File: config.mk
export PLATFORM = sky130hd
export DESIGN_NAME = parity_word_rx
export DESIGN_NICKNAME = d
export VERILOG_FILES = /design/src/rtl/parity_link_pkg.sv /design/src/rtl/parity_word_rx.sv
export SDC_FILE = /design/constraint.sdc
export NUM_CORES = 1
export LEC_CHECK = 0
export CORE_ASPECT_RATIO = 1.1
export CORE_MARGIN = 10
export CORE_UTILIZATION = 60
export CTS_BUF_LIST = sky130_fd_sc_hd__clkbuf_8
export CTS_CLUSTER_SIZE = 25
export DETAILED_ROUTE_END_ITERATION = 12
export DONT_BUFFER_PORTS = 1
export GPL_TIMING_DRIVEN = 0
export PLACE_DENSITY = 0.88
export SLEW_MARGIN = 20
export SYNTH_ARGS = -nofsm -noshare
export SYNTH_HDL_FRONTEND = slang
export SYNTH_SLANG_ARGS = --single-unit
File: constraint.sdc
create_clock -name clk -period 2.45 [get_ports clk]
set_input_delay 0.6125 -clock clk [delete_from_list [all_inputs] [get_ports clk]]
set_output_delay 0.6125 -clock clk [all_outputs]
set_load 0.1 [all_outputs]
File: src/rtl/parity_link_pkg.sv
// Shared definitions for the 32-bit word/parity link: FSM states, widths
// and the even-XOR parity rule used on both ends of the link.
package parity_link_pkg;

  localparam int BEAT_W = 8;
  localparam int WORD_W = 32;

  typedef enum logic [1:0] {
    COLLECT = 2'd0,
    PARITY  = 2'd1,
    HOLD    = 2'd2
  } state_t;

  function automatic logic word_parity(input logic [WORD_W-1:0] word);
    return ^word;
  endfunction

endpackage

File: src/rtl/parity_word_rx.sv
// Link receiver: assembles byte beats (LSB first) into a word, checks the
// trailing parity beat and presents word + mismatch flag on a valid/ready port.
module parity_word_rx
  import parity_link_pkg::*;
#(
  parameter int NUM_BYTES = 4,
  parameter int ERR_CNT_W = 8
) (
  input  logic                        clk,
  input  logic                        rst_n,
  input  logic                        flush,
  input  logic [BEAT_W-1:0]           byte_in,
  input  logic                        byte_valid,
  output logic                        byte_ready,
  output logic [BEAT_W*NUM_BYTES-1:0] word_out,
  output logic                        word_valid,
  input  logic                        word_ready,
  output logic                        parity_err,
  output logic [ERR_CNT_W-1:0]        err_count
);

  localparam int W     = BEAT_W * NUM_BYTES;
  localparam int IDX_W = (NUM_BYTES > 1) ? $clog2(NUM_BYTES) : 1;

  state_t              state_reg, state_next;
  logic [IDX_W-1:0]    index_reg;
  logic                xor_reg;
  logic [BEAT_W-1:0]   lane_reg [NUM_BYTES];
  logic [W-1:0]        asm_word;
  logic                accept;
  logic                last_lane;
  logic                collect_acc;
  logic                parity_acc;
  logic                hold_done;

  assign accept      = byte_valid && byte_ready;
  assign last_lane   = (index_reg == IDX_W'(NUM_BYTES - 1));
  assign collect_acc = accept && (state_reg == COLLECT);
  assign parity_acc  = accept && (state_reg == PARITY);
  assign hold_done   = !flush && (state_reg == HOLD) && word_ready;

  // One register per byte lane; only the lane selected by the index loads.
  genvar gi;
  generate
    for (gi = 0; gi < NUM_BYTES; gi++) begin : g_lane
      always_ff @(posedge clk or negedge rst_n) begin
        if (!rst_n) begin
          lane_reg[gi] <= '0;
        end else if (collect_acc && (index_reg == IDX_W'(gi))) begin
          lane_reg[gi] <= byte_in;
        end
      end
      assign asm_word[gi*BEAT_W +: BEAT_W] = lane_reg[gi];
    end
  endgenerate

  always_ff @(posedge clk or negedge rst_n) begin
    if (!rst_n) begin
      state_reg <= COLLECT;
    end else begin
      state_reg <= state_next;
    end
  end

  always_comb begin
    state_next = state_reg;
    if (flush) begin
      state_next = COLLECT;
    end else begin
      case (state_reg)
        COLLECT: if (accept && last_lane) state_next = PARITY;
        PARITY:  if (accept)              state_next = HOLD;
        HOLD:    if (word_ready)          state_next = COLLECT;
        default:                          state_next = COLLECT;
      endcase
    end
  end

  // flush masks the handshake so a beat offered alongside it is dropped.
  always_comb begin
    byte_ready = !flush && (state_reg != HOLD);
  end

  always_ff @(posedge clk or negedge rst_n) begin
    if (!rst_n) begin
      index_reg  <= '0;
      xor_reg    <= 1'b0;
      word_out   <= '0;
      word_valid <= 1'b0;
      parity_err <= 1'b0;
      err_count  <= '0;
    end else if (flush) begin
      index_reg  <= '0;
      xor_reg    <= 1'b0;
      word_valid <= 1'b0;
    end else begin
      if (collect_acc) begin
        index_reg <= last_lane ? '0 : index_reg + 1'b1;
        xor_reg   <= xor_reg ^ (^byte_in);
      end
      if (parity_acc) begin
        word_out   <= asm_word;
        parity_err <= byte_in[0] ^ xor_reg;
        word_valid <= 1'b1;
        if ((byte_in[0] ^ xor_reg) && !(&err_count)) begin
          err_count <= err_count + 1'b1;
        end
      end
      if (hold_done) begin
        word_valid <= 1'b0;
        index_reg  <= '0;
        xor_reg    <= 1'b0;
      end
    end
  end

endmodule
# Word-level counts from Yosys, hierarchy flattened
# Cells that the tools add are included.
# classes
n_bitwise	3
eq_ne	9
addsub	2
n_reduce_logical	23
mux	15
# ops
cell	n
2-to-1 mux 2 bit	8
logical AND 1 bit	12
adder 8 x 1 -> 8 bit (second input constant)	1
AND reduction 8 bit	1
parity 8 bit	1
== test 2 bit (second input constant)	3
2-to-1 mux 1 bit	6
inequality test 3 bit (second input constant)	2
one-hot mux 2 bit (3 select lines)	1
AND reduction 3 bit	2
nonzero test 3 bit	2
== test 2 x 1 -> 1 bit (second input constant)	2
zero test 2 bit	2
inequality test 3 x 2 -> 1 bit (second input constant)	1
adder 2 x 1 -> 2 bit (second input constant)	1
zero test 1 bit	2
inequality test 2 bit (second input constant)	1
AND reduction 2 bit	1
XOR 1 bit	2
NOT 1 bit	1
# word_totals
word_cells	63
register_bits	79
in_bits	13

# Logic depth before layout (Yosys ltp)
# Gate-level depths: netlist of run 1.
# logic_depth
depth_word	7
mapped_depth	7

# Worst setup path before layout of run 1
# Ideal clock, no wire load.
# synth_path
kind	input to output
start	input flush
end	output byte_ready
path_slack_ps	-194
arrival_time_ps	2032
cell_stages	2
cell_sequence	buf_2 -> nor2_1
# synth_via
elab_chain_len	2
# synth_lines
item	line_no	source
start, declared	parity_word_rx.sv:11	input logic flush,
zero test 1 bit	parity_word_rx.sv:81	byte_ready = !flush && (state_reg != HOLD);
logical AND 1 bit	parity_word_rx.sv:81	
end, declared	parity_word_rx.sv:14	output logic byte_ready,
# Every way passes these cells.

# Final worst setup path of run 1
# layout_path
start	register err_count[7]
end	register err_count[1]
# layout_via
elab_chain_len	4
# layout_lines
item	line_no	source
start, declared	parity_word_rx.sv:19	output logic [ERR_CNT_W-1:0] err_count
start signal, assigned	parity_word_rx.sv:106	err_count <= err_count + 1'b1;
AND reduction 8 bit	parity_word_rx.sv:105	if ((byte_in[0] ^ xor_reg) && !(&err_count)) begin
zero test 1 bit	parity_word_rx.sv:105	
logical AND 1 bit	parity_word_rx.sv:105	
AND reduction 3 bit (no source line)	-	
# Every way passes these cells.
# A chain may end at the register's enable or synchronous reset.

==> results of run 1 <==
[layout by cell type (no fill, tap or decap), types with 2 or more instances in the layout]
| cell type | instances |
|---|---|
| clkinv_2 | 2 |
| dfrtp_2 | 2 |
| nand2_1 | 10 |
| xor2_1 | 3 |
| inv_1 | 4 |
| mux2i_1 | 3 |
| xnor2_1 | 7 |
| a21oi_1 | 5 |
| nand4_1 | 2 |
| nand3_1 | 2 |
| mux2_2 | 66 |
| ha_1 | 5 |
| nor2_1 | 13 |
| nand2_2 | 4 |
| clkbuf_8 | 11 |
| dfrtp_1 | 77 |
| buf_2 | 4 |
| nor2b_1 | 2 |
| mux2_1 | 3 |
[through the flow]
step	std cells	util [%]
global placement	299	62.7
finish	315	66.7
CTS	315	66.6
global route	315	66.7
detailed placement	299	62.7
floorplan	224	-
[power by group through the flow]
stage               registers, mW  clock network [mW]  logic [mW]
global placement             1.56                   0       0.171
global route                 1.56                1.05       0.194
floorplan                    1.55                   0       0.159
detailed placement           1.57                   0       0.179
CTS                          1.54                1.00       0.179
finish                       1.54               0.975       0.177
[cell type report]
type,count,share of cell area (%)
plain buffers,5,0.775
clock buffers,11,4.26
clock inverters,5,1.59
inverters,4,0.423
multi-input cells,136,34.6
flip-flops and latches,79,55.7
well taps,75,2.64
[worst max-delay path, stage by stage, from the launching register on]
cell and delay (ns):
dfrtp_1 1.03, nand3_1 0.24, or3_1 0.43, nand2_1 0.12, mux2_2 0.34
[how the worst max path moves through the flow]
stage          cells after the start                startpoint                  endpoint  slack, ns
2_1_floorplan                      5  err_count[0]$_DFFE_PN0P_  err_count[1]$_DFFE_PN0P_       0.12
3_3_place_gp                       5  err_count[0]$_DFFE_PN0P_  err_count[1]$_DFFE_PN0P_    -0.0004
3_5_place_dp                       5  err_count[0]$_DFFE_PN0P_  err_count[1]$_DFFE_PN0P_      -0.02
4_1_cts                            2  state_reg[1]$_DFFE_PN0P_                byte_ready       0.01
5_1_grt                            4  err_count[7]$_DFFE_PN0P_  err_count[1]$_DFFE_PN0P_       0.06
6_report                           4  err_count[7]$_DFFE_PN0P_  err_count[1]$_DFFE_PN0P_       0.17
[kinds of logic after synthesis]
logic type | Yosys count | share of synthesized area, %
fa+ha+maj | 5 | 1.93
compound gates | 9 | 1.58
simple gates | 40 | 6.56
mux | 72 | 24.9
buf+inv | 9 | 1.31
xor+xnor | 10 | 2.70
flops | 79 | 61.0
[metal layers]
layer,global-route usage [%],up-vias,wire length [um]
met5,0,-,0
met4,3.92,0,69
met3,9.43,7,694
met2,22.8,45,2870
met1,13.7,870,2240
li1,-,796,-
[what timing repair did]
item	CTS	global route
endpoints found under the setup margin	1	1
hold endpoints to repair	79	79
resized for setup	2	1
==> flow_summary.toml, run 1 <==
[sta]
worstMarginPinSlew_ns = 1.04
hold_ws_ns = -0.0435
maxSlewHeadroom_pct = 30.7
hold_viol = 79
fin_skew_ns = 0.00773
period_share_pct = 93.0
timing.final.ws_setup_ns = 0.171
final-max-slew-violation-count = 0
setup_viol = 0
fmaxAchievable_mhz = 439
finalSetupTns_ns = 0
period_minus_slack_ns = 2.28
grt_setup_unrepaired = "false"

[logic_synthesis]
synth_edf_count = 0
syn_inst = 224
yosys.cell_count.top_type = "dfrtp_1"
ys_types = 27
yosysTopAreaCell = "dfrtp_1"
synthArstFlopShare_pct = 100
synth_area_mm2 = 0.00324
synth_warnings = 0
syn-num-nets = 242
seq_area_frac_synth_pct = 61.0
ys_ff_latch = 79
ys_top_cells_by_count = "dfrtp_1 (79), mux2_2 (66), nor2_1 (14)"
yosys_most_used_dff = "dfrtp_1"
synth_top_cell_area_share_pct = 61.0
ys_top_cells_by_area = "dfrtp_1 (61%), mux2_2 (23%), ha_1 (1.9%), xnor2_1 (1.9%), nor2_1 (1.6%)"
syn_avg_cell_area_um2 = 14.5

[clock_network]
root_buffer = "clkbuf_8"
cts_made_buffers = 9
cts_tree = "done"
cts_buffer_depth = 2
insertion_delay_ns = 0.34
h-tree-depth = 3
clk_pin_slew_ns = 0.08
cts_sinks = 79
post_cts_buffers = 0

[pwr]
p_per_area_mw_per_mm2 = 759
finalPower_mw = 2.69
pwr-share-clk_pct = 36.2
power_leakage_nw = 1.75
sw_frac_of_total_pct = 23.5
intPower_mw = 2.06
power_frac_comb_pct = 6.6
pwr-share-seq_pct = 57.2
vdd_drop_max_v = 0.000538
power_switching_mw = 0.633

[setup_path]
r2r_start = "err_count[7]$_DFFE_PN0P_"
worst_setup_path_end_kind = "flop"
cp.required_ns = 2.68
cp.arrival_ns = 2.51
r2r_end = "err_count[1]$_DFFE_PN0P_"
r2r_slack_ns = 0.17
criticalPathCategory = "reg -> reg"
critPathMaxFanout = 6
worstSetupStartpointType = "flop"
reg2regPathDepth = 4

[flow_run]
drv_cap = 0

[layout]
multi_input_area_mm2 = 0.00123
fin_nets = 253
seqCellArea_mm2 = 0.00198
drive_gt1_share_pct = 40.0
layout-area-overhead-vs-synth_pct = 9.61
finish.instance_area_mm2 = 0.00355
n_antenna_cell = 0
fillers = 403

[floorplanning]
ios = 56
fp.coreArea_mm2 = 0.00533
start_util_pct = 60.9
die_w_um = 90.1
die_h_um = 97.1
die_area_mm2 = 0.00874
rows = 28

[placement]
port_buffers = 0
place_area_mm2 = 0.00334
place.gp.congestion = 0.740
place_hpwl_mm = 4.18
post-place-ws_ns = -0.0198

[drt]
wl_mm = 5.87
drtAntennaViolNets = 0
drcViolationCount = 0
via_per_inst = 5.45
dr.pass1.iters = 4
drt_iter0_drc = 77
wl_per_cell_um = 18.6
dr_total_vias = 1718

[run_status]
status = "finished with violations"
violations = "negative hold slack"

[global_routing]
grt_max_degree = 80
grt_pass1_vias = 1863
grt_usage_pct = 13.8
antenna_found_initial = 0
grt_pass1_wl_mm = 9.67
overflow = 0

[worst_hold_path]
hp-class = "in -> async"
No activity file was read; power rests on OpenSTA's default activity.
==> inputs of run 2 (changes only) <==
--- a/config.mk
+++ b/config.mk
@@ -5,6 +5,7 @@
 export SDC_FILE = /design/constraint.sdc
 export NUM_CORES = 1
 export LEC_CHECK = 0
+export CAP_MARGIN = 30
 export CORE_ASPECT_RATIO = 1.1
 export CORE_MARGIN = 10
 export CORE_UTILIZATION = 60
==> run 2 against run 1 <==
The run still ends with negative hold slack left. Non-clock buffer count up 3. Final area grew 1.4%. First-iteration DRC count down 36%. Die area stayed put. Worst setup slack got worse by 0.0055 ns. Core utilization is 0.92 points higher. Sequential power barely moved. Critical endpoint unchanged. Largest cell class unchanged.
==> flow_summary.toml, run 2 (same netlist as run 1, synthesis figures left out) <==
[run_status]
status = "finished with violations"
violations = "negative hold slack"

[sta]
hold_viol = 79
worstMarginPinSlew_ns = 1.01
timing.final.ws_setup_ns = 0.165
hold_ws_ns = -0.0483
fin_skew_ns = 0.00967
period_share_pct = 93.3
period_minus_slack_ns = 2.28
final-max-slew-violation-count = 0
setup_viol = 0
maxSlewHeadroom_pct = 32.4
fmaxAchievable_mhz = 438
finalSetupTns_ns = 0
grt_setup_unrepaired = "false"

[floorplanning]
fp.coreArea_mm2 = 0.00533
start_util_pct = 60.9
die_h_um = 97.1
die_w_um = 90.1
ios = 56
rows = 28
die_area_mm2 = 0.00874

[placement]
post-place-ws_ns = -0.0123
port_buffers = 0
place.gp.congestion = 0.740
place_hpwl_mm = 4.19
placed_cells = 300
place_area_mm2 = 0.00335

[setup_path]
worst_setup_path_end_kind = "flop"
worstSetupStartpointType = "flop"
critPathMaxFanout = 6
worstSetupStartpoint = "err_count[2]$_DFFE_PN0P_"
crit_slowest_cell = "dfrtp_1"
r2r_start = "err_count[2]$_DFFE_PN0P_"
cp.arrival_ns = 2.52
cp_top_family = "flip-flops"
criticalPathCategory = "reg -> reg"
critPathBufInv = 0
cp.required_ns = 2.68
crit_chain = "nand3_1 -> or3_1 -> nand2_1 -> mux2_2"
slowest_delay_ns = 1.01

[pwr]
vdd_drop_max_v = 0.000461
power_leakage_nw = 1.78
p_per_area_mw_per_mm2 = 751
finalPower_mw = 2.70

[drt]
via_per_inst = 5.42
dr_total_vias = 1725
drtAntennaViolNets = 0
drcViolationCount = 0
dr.pass1.iters = 4
wl_mm = 5.93
wl_per_cell_um = 18.7
drt_iter0_drc = 49

[clock_network]
root_buffer = "clkbuf_8"
cts_made_buffers = 9
clk_pin_slew_ns = 0.08
cts_buffer_depth = 2
post_cts_buffers = 0
insertion_delay_ns = 0.35
h-tree-depth = 3
cts_tree = "done"
cts_sinks = 79

[global_routing]
overflow = 0
grt_pass1_wl_mm = 9.65
grt_max_degree = 80
antenna_found_initial = 0
grt_pass1_vias = 1881
grt_usage_pct = 13.8

[layout]
final_cell_mix = "dfrtp_1 (77), mux2_2 (66), nor2_1 (13)"
finish.instance_area_mm2 = 0.00360
layout-area-overhead-vs-synth_pct = 11.1
fin_cells = 318
postLayoutCoreUtil_pct = 67.6
n_antenna_cell = 0
final_common_cell = "dfrtp_1"
drive_gt1_share_pct = 40.7
fin_nets = 256

[flow_run]
drv_cap = 0

[worst_hold_path]
hp-class = "in -> async"
==> run 2: cell count changes in the layout (fill, tap and decap cells not counted) <==
cell    delta
buf_16     +1
buf_6      +1
nor2_2     +1
buf_8      +1
nor2_4     -1
==> run 2: final cells by class <==
type | instances | area [um2]
multi-input cells | 136 | 1220
well taps | 75 | 93.8
inverters | 4 | 15.0
fillers | 400 | 1720
flip-flops and latches | 79 | 1980
plain buffers | 5 | 27.5
clock inverters | 5 | 56.3
repair buffers | 3 | 53.8
clock buffers | 11 | 151
==> run 2: final timing paths <==
kind,cells past startpoint,end,slack [ns]
worst max-delay path,4,err_count[1]$_DFFE_PN0P_,0.17
worst min-delay path,0,word_out[18]$_DFFE_PN0P_,-0.05
worst max register to register,4,err_count[1]$_DFFE_PN0P_,0.17
max in group asynchronous,0,asm_word[6]$_DFFE_PN0P_,2.39
min in group clk,1,asm_word[9]$_DFFE_PN0P_,0.39
worst min register to register,1,word_out[18]$_DFFE_PN0P_,0.50
==> run 2: layer usage <==
layer / GRT usage (%) / vias up / share of wire (%)
li1: - / 804 / -
met1: 13.2 / 861 / 38
met2: 22.9 / 53 / 49
met3: 8.81 / 7 / 11
met4: 6.13 / 0 / 1.4
met5: 0 / - / 0
==> run 2: power breakdown <==
part / total [mW] / switching (mW) / internal [mW] / leakage, nW
registers: 1.54 / 0.119 / 1.42 / 1.05
logic: 0.179 / 0.0634 / 0.115 / 0.616
clock network: 0.982 / 0.458 / 0.524 / 0.105
==> run 2: what timing repair did <==
action / CTS / global route
endpoints found under the setup margin: 1 / 0
resized for setup: 2 / 0
hold endpoints to repair: 79 / 79
